===== src/rtl/serial_subtractor.sv =====
// Bit-serial unsigned subtractor: one full-subtractor cell processes the
// operands LSB-first, WIDTH cycles per result, with a one-cycle done pulse.
module serial_subtractor #(
  parameter int WIDTH = 8
) (
  input  logic             clk,
  input  logic             rst_n,
  input  logic             start,
  input  logic [WIDTH-1:0] a,
  input  logic [WIDTH-1:0] b,
  output logic             busy,
  output logic             done,
  output logic [WIDTH-1:0] diff,
  output logic             borrow
);

  localparam int CW = $clog2(WIDTH + 1);
  localparam logic [CW-1:0] LAST_CNT = CW'(WIDTH - 1);

  typedef enum logic [1:0] {
    IDLE  = 2'd0,
    SHIFT = 2'd1,
    DONE  = 2'd2
  } state_t;

  state_t           state_r;
  state_t           state_s;
  logic [WIDTH-1:0] a_sh_r;
  logic [WIDTH-1:0] b_sh_r;
  logic [WIDTH-1:0] res_sh_r;
  logic             bin_r;
  logic [CW-1:0]    cnt_r;

  logic             accept_s;
  logic             last_s;
  logic             d_s;
  logic             bout_s;
  logic [WIDTH-1:0] res_next_s;

  // Full-subtractor cell on the current LSBs; its difference bit enters the result from the MSB side
  always_comb begin
    d_s        = a_sh_r[0] ^ b_sh_r[0] ^ bin_r;
    bout_s     = (~a_sh_r[0] & b_sh_r[0]) | (~(a_sh_r[0] ^ b_sh_r[0]) & bin_r);
    res_next_s = (res_sh_r >> 1) | (WIDTH'(d_s) << (WIDTH - 1));
  end

  // A start is only honoured outside SHIFT; last_s marks the final bit of an operation
  always_comb begin
    accept_s = start && (state_r != SHIFT);
    last_s   = (state_r == SHIFT) && (cnt_r == LAST_CNT);
  end

  // Next-state logic
  always_comb begin
    state_s = state_r;
    case (state_r)
      IDLE:    if (start) state_s = SHIFT; else state_s = IDLE;
      SHIFT:   if (last_s) state_s = DONE; else state_s = SHIFT;
      DONE:    if (start) state_s = SHIFT; else state_s = IDLE;
      default: state_s = IDLE;
    endcase
  end

  // State register
  always_ff @(posedge clk or negedge rst_n) begin
    if (!rst_n) begin
      state_r <= IDLE;
    end else begin
      state_r <= state_s;
    end
  end

  // Status outputs are registered from the next state so they line up with state_r
  always_ff @(posedge clk or negedge rst_n) begin
    if (!rst_n) begin
      busy <= 1'b0;
      done <= 1'b0;
    end else begin
      busy <= (state_s == SHIFT);
      done <= (state_s == DONE);
    end
  end

  // Operand/result shift datapath; diff and borrow only move on the final bit
  always_ff @(posedge clk or negedge rst_n) begin
    if (!rst_n) begin
      a_sh_r   <= '0;
      b_sh_r   <= '0;
      res_sh_r <= '0;
      bin_r    <= 1'b0;
      cnt_r    <= '0;
      diff     <= '0;
      borrow   <= 1'b0;
    end else begin
      if (accept_s) begin
        a_sh_r   <= a;
        b_sh_r   <= b;
        res_sh_r <= '0;
        bin_r    <= 1'b0;
        cnt_r    <= '0;
      end else if (state_r == SHIFT) begin
        a_sh_r   <= a_sh_r >> 1;
        b_sh_r   <= b_sh_r >> 1;
        res_sh_r <= res_next_s;
        bin_r    <= bout_s;
        cnt_r    <= cnt_r + CW'(1);
      end else begin
        a_sh_r   <= a_sh_r;
        b_sh_r   <= b_sh_r;
        res_sh_r <= res_sh_r;
        bin_r    <= bin_r;
        cnt_r    <= cnt_r;
      end
      if (last_s) begin
        diff   <= res_next_s;
        borrow <= bout_s;
      end else begin
        diff   <= diff;
        borrow <= borrow;
      end
    end
  end

endmodule


===== config.mk =====
export PLATFORM = sky130hd
export DESIGN_NAME = serial_subtractor
export DESIGN_NICKNAME = d
export VERILOG_FILES = /design/src/rtl/serial_subtractor.sv
export SDC_FILE = /design/constraint.sdc
export NUM_CORES = 1
export LEC_CHECK = 0
export CORE_ASPECT_RATIO = 1.75
export CORE_UTILIZATION = 45
export DETAILED_ROUTE_END_ITERATION = 16
export PLACE_DENSITY = 0.7
export SETUP_SLACK_MARGIN = 0.02
export SKIP_CTS_REPAIR_TIMING = 1
export SLEW_MARGIN = 20
export SYNTH_ARGS = -nofsm -noshare
export SYNTH_HDL_FRONTEND = slang
export SYNTH_SLANG_ARGS = --single-unit
export TNS_END_PERCENT = 10

===== constraint.sdc =====
create_clock -name clk -period 4 [get_ports clk]
set_input_delay 0.6 -clock clk [delete_from_list [all_inputs] [get_ports clk]]
set_output_delay 0.6 -clock clk [all_outputs]
set_load 0.005 [all_outputs]

==> results.sh, run 1 <==
export IMPL_status="finished, final reports clean"
export IMPL_ys_top_cells_by_area="dfrtp_1 59%, mux2i_1 9.8%, o21ai_0 8.4%, nand2_1 6.7%, mux2_2 5.2%"
export IMPL_grt_pass1_wl_um=5150
export IMPL_rsz0062_at_grt="false"
export IMPL_p_sw_share_pct=32.1
export IMPL_die_w_um=48.8
export IMPL_post_synth_top_count_cell="dfrtp_1"
export IMPL_portBuffers=29
export IMPL_clock_path_buffers=2
export IMPL_start_util_pct=47.1
export IMPL_period_needed_ns=1.95
export IMPL_p_comb_share_pct=32.9
export IMPL_gp_congestion=0.755
export IMPL_syn2layout_area_growth_pct=22.7
export IMPL_critPathLaunchType="input pin"
export IMPL_clockRootBuffer="clkbuf_8"
export IMPL_drv_slew=0
export IMPL_setup_slack_ns=2.05
export IMPL_rows=29
export IMPL_cts_tree="built"
export IMPL_antenna_cells=0
export IMPL_clockPowerShare_pct=18.2
export IMPL_multi_input_area_um2=642
export IMPL_ir_drop_mv=0.329
export IMPL_die_area_um2=4100
export IMPL_critPathRequiredTime_ns=4.15
export IMPL_grtUsageTotal_pct=16.7
export IMPL_wirelength_um=2900
export IMPL_drtAntennaViolNets=0
export IMPL_dp_hpwl_um=2110
export IMPL_crit_path_start="start"
export IMPL_hold_path_class="input pin to asynchronous set/reset pin"
export IMPL_crit_slowest_cell="clkdlybuf4s50_1"
export IMPL_synthCells=154
export IMPL_clkSinkCount=41
export IMPL_leakage_nw=0.941
export IMPL_cap_violations=0
export IMPL_antenna_found_initial=0
export IMPL_fillerInstances=326
export IMPL_syn_nets=175
export IMPL_clk_pin_slew_ns=0.07
export IMPL_clock_latency_ns=0.28
export IMPL_worst_pin_slew_ns=0.855
export IMPL_yosysUniqueCellTypes=20
export IMPL_htreeDepth=2
export IMPL_core_area_um2=3660
export IMPL_num_vias=1165
export IMPL_p_sw_uw=457
export IMPL_path_buf_inv=2
export IMPL_p_int_uw=966
export IMPL_yosysWarnings=0
export IMPL_synth_area_per_cell_um2=11.2
export IMPL_wl_per_cell_um=12.7
export IMPL_die_h_um=84.0
export IMPL_worstPathArrival_ns=2.10
export IMPL_ios=30
export IMPL_finalSetupViolCount=0
export IMPL_synth_top_area_share_pct=59.4
export IMPL_cp_end_kind="register"
export IMPL_hold_violations=0
export IMPL_avgViaCountPerCell=5.11
export IMPL_worstSetupPathType="input pin to register"
export IMPL_seq_area_frac_synth_pct=59.4
export IMPL_synth_edf_count=0
export IMPL_tns_ns=0
export IMPL_power_density_nw_per_um2=671
export IMPL_fin_hold_ws_ns=0.428
export IMPL_synth_seq_cells=41
export IMPL_seq_power_share_pct=48.8
export IMPL_critPathTopFamily="buffers and inverters"
export IMPL_drtIter0Drc=38
export IMPL_drt_pre_antenna_iters=4
export IMPL_cp_slowest_stage_delay_ns=0.80
export IMPL_nNetsFinal=203
export IMPL_synth_ff_type="dfrtp_1"
export IMPL_final_layout_size_suffix_gt1_share_pct=9.89
export IMPL_finalCritPeriodShare_pct=48.7
export IMPL_path_cells="clkdlybuf4s50_1 -> inv_1 -> o211ai_1 -> o21ai_0"
export IMPL_synth_top_area_cell="dfrtp_1"
export IMPL_r2r_start="state_r[1]"
export IMPL_grt_ovfl_total=0
export IMPL_grt_pass1_vias=1160
export IMPL_syn_area_um2=1730
export IMPL_synth_common_cells="41 x dfrtp_1, 31 x nand2_1, 29 x o21ai_0"
export IMPL_grt_max_degree=49
export IMPL_cts_made_buffers=5
export IMPL_skew_ns=0.00368
export IMPL_relSlewSlack_pct=43.0
export IMPL_fin_util_pct=57.8
export IMPL_remaining_drc_errors=0
export IMPL_max_freq_ghz=0.513
export IMPL_register_area_um2=1030
export IMPL_place_ws_ns=1.76
export IMPL_worstPathMaxFanout=14
export IMPL_ys_async_sr_fraction_pct=100
final timing paths:
check                                 end  slack [ns]  depth (start not counted)
worst min register to register  a_sh_r[1]        0.49                          2
min in group clk                a_sh_r[1]        0.49                          2
worst max-delay path             cnt_r[2]        2.05                          4
max in group asynchronous       b_sh_r[0]        3.03                          1
worst max register to register    diff[6]        2.29                          3
worst min-delay path              diff[7]        0.43                          1
cell usage in the layout (no fill, tap or decap), drive strengths merged:
cell type      instances
dfrtp                 41
nand2                 31
o21ai                 29
clkdlybuf4s50         28
mux2i                 17
mux2                   8
clkbuf                 7
inv                    4
nand3                  4
nor2                   2
nor3                   2
buf                    2
nand2b                 1
and2b                  1
xor2                   1
nand3b                 1
o211ai                 1
fa                     1
ha                     1
stage by stage:
stage	instance area (µm²)	power, mW	cells
after floorplan	1730	0.985	154
after global placement	2030	1.15	221
after detailed placement	2030	1.19	221
after CTS	2120	1.45	228
after global routing	2120	1.56	228
final	2120	1.42	228
state kept, by name, summed over array words and instances (netlist names):
name      cells
state_r       2
b_sh_r        8
res_sh_r      7
a_sh_r        8
busy          1
borrow        1
bin_r         1
done          1
diff          8
cnt_r         4
logic make-up (layout without fill, tap and decap cells):
kind of cell             count (synthesis)  in the layout  share of synthesized area, %
flip-flops                              41             41                          59.4
XOR/XNOR                                 1              1                         0.507
multiplexers                            25             25                          15.1
AND/OR/NAND/NOR                         42             42                          10.9
adder cells (fa/ha/maj)                  2              2                          1.88
AO/OA/AOI/OAI                           30             30                          8.83
buffers and inverters                   13             41                          3.48
layer usage:
metal | share of wire, % | GRT usage (%)
met4 | 0.79 | 7.22
met5 | 0 | 0
met2 | 57 | 29.7
met1 | 40 | 18.2
met3 | 2.4 | 4.55
power groups by stage:
stage / clock network (mW) / logic (mW) / registers (mW)
final: 0.259 / 0.469 / 0.695
after global placement: 0 / 0.454 / 0.696
after global routing: 0.289 / 0.547 / 0.719
after floorplan: 0 / 0.302 / 0.682
after CTS: 0.271 / 0.482 / 0.698
after detailed placement: 0 / 0.481 / 0.706
final cells by class:
type / instances / area share [%]
tap: 46 / 2.72
timing repair buffer: 30 / 13.8
inverter: 4 / 0.708
multi-input combinational: 100 / 30.3
clock buffer: 7 / 4.07
sequential: 41 / 48.4
worst reg2reg max path, cell delays in order, from the launching register on:
cell	delay [ns]
dfrtp_1	0.38
nand2b_1	0.27
nor3_4	0.54
mux2_2	0.40
(Power assumes the default switching activity.)
==> run 2, diff against run 1 <==
==> constraint.sdc (replaced) <==
create_clock -name clk -period 1.81 [get_ports clk]
set_input_delay 0.2715 -clock clk [delete_from_list [all_inputs] [get_ports clk]]
set_output_delay 0.2715 -clock clk [all_outputs]
set_load 0.005 [all_outputs]
==> run 2 against run 1 <==
Effect of this change:
- first-iteration DRC count is 16% higher
- via count increased by 3.6%
- setup slack got worse by 1.9 ns
- cell count is 1.8% higher
- largest power group unchanged
- sequential cell count stayed put
- register-to-register slack worse by 2.1 ns
- core utilization increased by 1.1 points
- critical endpoint is now diff[3]
- non-clock buffer count grew 3
- clock power is 110% higher
==> results.sh, run 2 (same netlist as run 1, synthesis figures left out) <==
export IMPL_status="finished, final reports clean"
export IMPL_seq_power_share_pct=48.5
export IMPL_rsz0062_at_grt="false"
export IMPL_dp_hpwl_um=2270
export IMPL_grt_pass1_wl_um=5510
export IMPL_leakage_nw=0.961
export IMPL_antenna_cells=0
export IMPL_r2r_end="diff[3]"
export IMPL_total_power_mw=3.22
export IMPL_grt_max_degree=42
export IMPL_clock_path_buffers=2
export IMPL_met2_usage_pct=31.8
export IMPL_path_cells="nand2b_1 -> nor3_4 -> mux2_2"
export IMPL_drv_slew=0
export IMPL_remaining_drc_errors=0
export IMPL_fillerInstances=304
export IMPL_grtUsageTotal_pct=17.4
export IMPL_htreeDepth=2
export IMPL_relSlewSlack_pct=66.3
export IMPL_cp_end_kind="register"
export IMPL_grt_ovfl_total=0
export IMPL_avgViaCountPerCell=5.20
export IMPL_grt_pass1_vias=1227
export IMPL_worst_pin_slew_ns=0.506
export IMPL_worstPathMaxFanout=10
export IMPL_clock_latency_ns=0.28
export IMPL_nNetsFinal=206
export IMPL_clkSinkCount=41
export IMPL_final_common_cell="dfrtp_1"
export IMPL_clockRootBuffer="clkbuf_8"
export IMPL_num_vias=1207
export IMPL_crit_slowest_cell="nor3_4"
export IMPL_drt_pre_antenna_iters=4
export IMPL_tns_ns=0
export IMPL_p_comb_share_pct=34.3
export IMPL_fin_util_pct=59.0
export IMPL_drtAntennaViolNets=0
export IMPL_worstPathArrival_ns=1.81
export IMPL_period_needed_ns=1.64
export IMPL_reg2regPathDepth=3
export IMPL_reg2reg_slack_ns=0.17
export IMPL_die_w_um=48.8
export IMPL_r2r_start="state_r[1]"
export IMPL_cap_violations=0
export IMPL_reg_largest_list="a_sh_r x8, b_sh_r x8, diff x8"
export IMPL_path_buf_inv=0
export IMPL_clk_pin_slew_ns=0.07
export IMPL_critPathLaunchType="register"
export IMPL_use_met1_pct=18.6
export IMPL_gp_congestion=0.828
export IMPL_max_freq_ghz=0.608
export IMPL_p_int_mw=2.16
export IMPL_critPathRequiredTime_ns=1.97
export IMPL_hold_path_class="input pin to asynchronous set/reset pin"
export IMPL_worstSetupPathType="register to register"
export IMPL_p_sw_share_pct=33.0
export IMPL_rows=29
export IMPL_ios=30
export IMPL_skew_ns=0.00522
export IMPL_finalSetupViolCount=0
export IMPL_core_area_um2=3660
export IMPL_power_density_nw_per_um2=1490
export IMPL_start_util_pct=47.1
export IMPL_final_layout_size_suffix_gt1_share_pct=10.8
export IMPL_cts_made_buffers=5
export IMPL_cts_tree="built"
export IMPL_fin_hold_ws_ns=0.0443
export IMPL_top_usage_layer="met2"
export IMPL_crit_path_start="state_r[1]"
export IMPL_cp_slowest_stage_delay_ns=0.47
export IMPL_ir_drop_mv=1.11
export IMPL_antenna_found_initial=0
export IMPL_wl_per_cell_um=13.6
export IMPL_die_area_um2=4100
export IMPL_p_sw_mw=1.06
export IMPL_wirelength_um=3150
export IMPL_clockPowerShare_pct=17.1
export IMPL_hold_violations=0
export IMPL_finalCritPeriodShare_pct=90.9
export IMPL_die_h_um=84.0
export IMPL_grtUsageMet3_pct=3.83
export IMPL_critPathTopFamily="simple AND/OR/NAND/NOR gates"
export IMPL_syn2layout_area_growth_pct=25.1
export IMPL_placed_cell_area_um2=2080
export IMPL_portBuffers=29
export IMPL_drtIter0Drc=44
export IMPL_design_area_um2=2160
export IMPL_final_cell_mix="41 x dfrtp_1, 31 x nand2_1, 29 x o21ai_0"
[run 2: changes by cell type in the layout (fill, tap and decap cells not counted)]
cell      before  now
buf_12         0    2
clkbuf_1       1    3
buf_4          1    2
clkbuf_8       6    5
[run 2: worst max path at each step]
stage	endpoint	slack, ns	cells after the start
2_1_floorplan	diff[0]	0.34	4
3_3_place_gp	diff[0]	0.25	3
3_5_place_dp	diff[7]	0.16	3
4_1_cts	diff[5]	0.15	3
5_1_grt	diff[3]	0.08	3
6_report	diff[3]	0.17	3
[run 2: layout make-up]
| type | count | area, µm² | area share [%] |
|---|---|---|---|
| tap | 46 | 57.6 | 2.66 |
| inverter | 4 | 15.0 | 0.695 |
| clock buffer | 8 | 80.1 | 3.71 |
| multi-input combinational | 100 | 642 | 29.7 |
| timing repair buffer | 33 | 340 | 15.7 |
| sequential | 41 | 1030 | 47.5 |
[run 2: per-layer routing]
layer | share of wire [%] | routed length, µm | up-vias
li1 | - | - | 579
met1 | 40 | 1270 | 593
met2 | 55 | 1720 | 27
met3 | 2.7 | 86 | 8
met4 | 2.4 | 76 | 0
met5 | 0 | 0 | -
[run 2: power by group through the flow]
| stage | clock, mW | sequential [mW] | combinational [mW] |
|---|---|---|---|
| after floorplan | 0 | 1.51 | 0.668 |
| after global placement | 0 | 1.54 | 1.07 |
| after detailed placement | 0 | 1.57 | 1.12 |
| after CTS | 0.566 | 1.56 | 1.13 |
| after global routing | 0.603 | 1.61 | 1.26 |
| final | 0.552 | 1.56 | 1.10 |
[run 2: worst register-to-register path, stage by stage, from the launching register on]
cell and delay (ns):
dfrtp_1 0.38, nand2b_1 0.28, nor3_4 0.48, mux2_2 0.39
[run 2: metrics by stage]
| stage | worst slack (ns) | std cells |
|---|---|---|
| final | 0.166 | 232 |
| after global routing | 0.0766 | 232 |
| after CTS | 0.153 | 232 |
| after detailed placement | 0.156 | 224 |
| after global placement | 0.254 | 224 |
| after floorplan | 0.342 | 154 |
==> patch 1 (settings of run 2) <==
Reset style: synchronous (`rst_n`), changed in 3 clocked blocks.
--- a/src/rtl/serial_subtractor.sv
+++ b/src/rtl/serial_subtractor.sv
@@ -63,5 +63,5 @@
 
   // State register
-  always_ff @(posedge clk or negedge rst_n) begin
+  always_ff @(posedge clk) begin
     if (!rst_n) begin
       state_r <= IDLE;
@@ -72,5 +72,5 @@
 
   // Status outputs are registered from the next state so they line up with state_r
-  always_ff @(posedge clk or negedge rst_n) begin
+  always_ff @(posedge clk) begin
     if (!rst_n) begin
       busy <= 1'b0;
@@ -83,5 +83,5 @@
 
   // Operand/result shift datapath; diff and borrow only move on the final bit
-  always_ff @(posedge clk or negedge rst_n) begin
+  always_ff @(posedge clk) begin
     if (!rst_n) begin
       a_sh_r   <= '0;
Formal check against the unedited RTL: differs if rst_n is asserted again (counterexample within 4 cycles, from zero or initial values and one cycle with rst_n low); with rst_n held inactive, the same outputs for 10 cycles.
==> patch 1 against run 2 <==
- worst setup slack improved by 0.25 ns
- routed wire length is 2.6% lower
- largest cell class unchanged
- utilization increased by 1.2 points
- fmax rose by 18%
- sequential cell count did not move
- cell area is the same
- synthesized area is 2.2% lower
Power is not compared: it rests on default switching activity, and its combinational part moved more than twofold at a synthesized area within 25%.
==> patch 1: results (changes against run 2) <==
- Result of the run: finished clean (unchanged).
- Biggest area contributors in the synthesized netlist: dfxtp_1 49%, mux2i_1 14%, nand2_1 11%, o211a_1 8.3%, a21oi_1 2.7% (was dfrtp_1 59%, mux2i_1 9.8%, o21ai_0 8.4%, nand2_1 6.7%, mux2_2 5.2%).
- The most instantiated flip-flop cell in the synthesis netlist is dfxtp_1 (was dfrtp_1).
- The post-synthesis cell type count is 25 (was 20).
- The worst stage delay on the critical path is 0.50 ns (was 0.47 ns).
- The worst setup skew after layout is 0.008155 ns (was 0.005218 ns).
- The fraction of layout cells with a size suffix above 1 is 0.07981 (was 0.1075).
- The fill cell total of the finished layout is 321 (was 304).
- The routability congestion estimate from global placement is 0.7206 (was 0.8281).
- The number of antenna repair diodes was 0 (unchanged).
- The arrival time at the worst endpoint is 1.13 ns (was 1.81 ns).
- The violation count after the first detailed-route iteration is 32 (was 44).
- The cell at the slowest stage of the critical path is clkdlybuf4s50_1 (was nor3_4).
- The headroom to the max-slew limit is 0.8463 (was 0.6626).
- The number of synthesized flops with an enable pin is 0 (unchanged).
- The proportion of register bits with asynchronous set or reset after synthesis is 0 (was 1.000).
- The wire length of the first global-routing pass is 5582 um (was 5506 um).
- The portion of the post-synthesis area used by sequential elements is 0.4859 (was 0.5938).
- The kind of cell adding the most delay to the critical path is buffers and inverters (was simple AND/OR/NAND/NOR gates).
- Most instantiated cells after synthesis: 49 x nand2_1, 41 x dfxtp_1, 24 x mux2i_1, 14 x o211a_1, 9 x a21oi_1 (was 41 x dfrtp_1, 31 x nand2_1, 29 x o21ai_0, 17 x mux2i_1, 8 x mux2_2).
- The overall track demand over capacity in global routing is 0.1724 (was 0.1744).
- The pin count of the biggest net entering global routing was 22 (was 42).
- The number of nets produced by synthesis came to 200 (was 175).
- The kind of path behind the tightest hold check is reg2reg (was in2async).
- The worst slack at placement is 0.2061 ns (was 0.1565 ns).
- The count of warnings emitted by yosys is 0 (unchanged).
- The wire length per cell was 11.86 um (was 13.59 um).
- The worst-path maximum fanout was 2 (was 10).
- The net count reported at finish is 233 (was 206).
- The placed wire-length estimate came to 2338 um (was 2272 um).
## patch 1: cell count changes after synthesis, moves of 4 or more
cell,run 2,this run
mux2_2,8,0
o21ai_0,29,0
dfxtp_1,0,41
nor2_1,2,6
o211a_1,0,14
nand2_1,31,49
dfrtp_1,41,0
nand3_1,4,0
a21oi_1,0,9
mux2i_1,17,24
## patch 1: cell families (layout without fill, tap and decap cells)
group                      after synthesis  in the layout  synth area share
adders and majority gates                2              2           0.01926
buffers and inverters                   17             51           0.04888
and+or+nand+nor                         65             65            0.1622
DFF                                     41             41            0.4859
AOI/OAI and AO/OA                       28             28            0.1311
xor gates and xnor gates                 2              2           0.01037
muxes                                   24             24            0.1422
## patch 1: final timing paths
path         startpoint       to  slack (ns)  depth (start not counted)
max             diff[3]  diff[3]        0.41                          1
min             diff[0]  diff[0]        0.46                          2
max reg2reg    cnt_r[0]   borrow        0.50                          5
min reg2reg     diff[0]  diff[0]        0.46                          2
## patch 1: worst register-to-register path: cells and delay by family (launching register included)
family / cells / cell delay [ns]
AND/OR/NAND/NOR: 2 / 0.24
adder cells (fa/ha/maj): 1 / 0.19
flip-flops: 1 / 0.38
buffers and inverters: 1 / 0.22
multiplexers: 1 / 0.20
## patch 1: stage by stage
step           instances  utilization  hold WS (ns)  power, mW  instance area [um^2]
2_1_floorplan        179            -        0.4187      1.123                  1689
3_3_place_gp         251       0.5691        0.4413      1.196                  2044
3_5_place_dp         251       0.5691        0.4547      1.208                  2044
4_1_cts              259       0.6015        0.4653      1.953                  2161
5_1_grt              259       0.6015        0.4874      2.018                  2161
6_report             259       0.6015        0.4591      1.925                  2161
## patch 1: layer usage
metal	up-vias	wire length [um]	global-route usage	part of all wire
met1	603	1222	0.1812	0.40
met3	4	111	0.03297	0.036
met4	0	45	0.06684	0.015
met2	34	1691	0.3265	0.55
met5	-	0	0	0
li1	667	-	-	-
## patch 1: where the power goes
part	internal, mW	total [mW]	switching, mW
clock	0.449	0.741	0.291
combinational	0.117	0.219	0.102
sequential	0.943	0.966	0.0228
total	1.51	1.93	0.416
## patch 1: final cells by class
cell class                      instances  area [um^2]  area share
Sequential cell                        41        820.8      0.3798
Multi-Input combinational cell        121        785.8      0.3636
Timing Repair Buffer                   39        365.4      0.1691
Clock buffer                            7        86.33     0.03995
Tap cell                               46        57.56     0.02664
Clock inverter                          1        30.03     0.01390
Inverter                                4        15.01    0.006948
==> patch 2 (settings of run 2) <==
Made on the original files. Set the parameter `WIDTH` to 32 (it was 8).
--- a/src/rtl/serial_subtractor.sv
+++ b/src/rtl/serial_subtractor.sv
@@ -2,5 +2,5 @@
 // operands LSB-first, WIDTH cycles per result, with a one-cycle done pulse.
 module serial_subtractor #(
-  parameter int WIDTH = 8
+  parameter int WIDTH = 32
 ) (
   input  logic             clk,
Ports: changed (resized a, b and diff); port bits go from 30 to 102. No check against the original RTL was run, so the function may have changed too.
==> patch 2 against run 2 <==
- cell area grew to 3.6 times the old value
- first-iteration DRC count grew to 3.6 times the old value
- worst setup slack worse by 0.089 ns
- combinational power grew to 2.7 times the old value
- sequential cell count up 98
- synthesized area increased to 3.4 times the old value
- die area rose to 3.3 times the old value
- critical path depth grew 3
- total power increased to 3.6 times the old value
- global-route usage rose by 1.4 points
- final cell count increased to 3.5 times the old value
- count of clock-buffer cells in the layout increased by 9
- routed wire length grew to 3.8 times the old value
- critical path type unchanged
- largest cell class unchanged
==> patch 2: results (changes against run 2) <==
- The synthesized netlist cell count came to 527 (was 154).
- The cell depth of the worst flop-to-flop path is 6 (was 3).
- The xor and xnor area share after synthesis is 0.001499 (was 0.005069).
- The number of global-route vias before repair is 4231 (was 1227).
- The root buffer cell is clkbuf_16 (was clkbuf_8).
- The endpoint of the lowest-slack register-to-register path is diff[30] (was diff[3]).
- The wire length of the first global-routing pass is 19630 um (was 5506 um).
- The worst stage delay on the critical path is 0.39 ns (was 0.47 ns).
- The reg-to-reg setup timing slack is 0.08 ns (was 0.17 ns).
- The worst slack at placement was 0.02134 ns (was 0.1565 ns).
- The number of nets produced by synthesis came to 596 (was 175).
- Result of the run: finished clean (unchanged).
- The multi-input combinational gate total is 348 (was 100).
- The clock buffer count from CTS was 17 (was 5).
- The power consumed by sequential cells is 5.15 mW (was 1.56 mW).
- The static power due to leakage was 3.352 nW (was 0.9614 nW).
- The violation count after the first detailed-route iteration is 159 (was 44).
- The cell at the slowest stage of the critical path is dfrtp_1 (was nor3_4).
- The clock latency of the later-clocked register in the worst-skew pair is 0.40 ns (was 0.28 ns).
- The maximum VDD drop is 0.9483 mV (was 1.110 mV).
- The clock tree cell share of total cell area was 0.07963 (was 0.03706).
- The instance area after placement is 7056 um^2 (was 2081 um^2).
- The net count reported at finish is 693 (was 206).
- The count of H-tree levels built during CTS is 4 (was 2).
- The post-detailed-routing wire length is 12070 um (was 3153 um).
- The buffer share of cell area is 0.1575 (about the same).
- The worst-path maximum fanout is 17 (was 10).
- The number of input and output port buffers inserted came to 101 (was 29).
- The fill cell total of the finished layout came to 1022 (was 304).
- The post-synthesis cell type count is 22 (was 20).
- The placed wire-length estimate was 7797 um (was 2272 um).
## patch 2: cell count changes after synthesis, moves of 2 or more
cell      change
buf_6         +2
nand2_1      +98
dfrtp_1      +98
mux2i_1      +51
buf_2        +12
buf_1         +2
clkbuf_1     +11
o22ai_1       +2
mux2_2       +24
o21ai_0      +70
## patch 2: logic make-up (layout without fill, tap and decap cells)
| kind of cell | after synthesis | in the layout |
|---|---|---|
| flops | 139 | 139 |
| mux | 101 | 101 |
| simple gates | 143 | 143 |
| buf+inv | 40 | 150 |
| compound gates | 101 | 101 |
| fa+ha+maj | 2 | 2 |
| xor+xnor | 1 | 1 |
## patch 2: routing by layer
metal / wire (um) / global-route usage / part of all wire
met4: 218 / 0.07143 / 0.018
met3: 527 / 0.05471 / 0.044
met1: 4899 / 0.2200 / 0.41
met5: 0 / 0 / 0
met2: 6426 / 0.3200 / 0.53
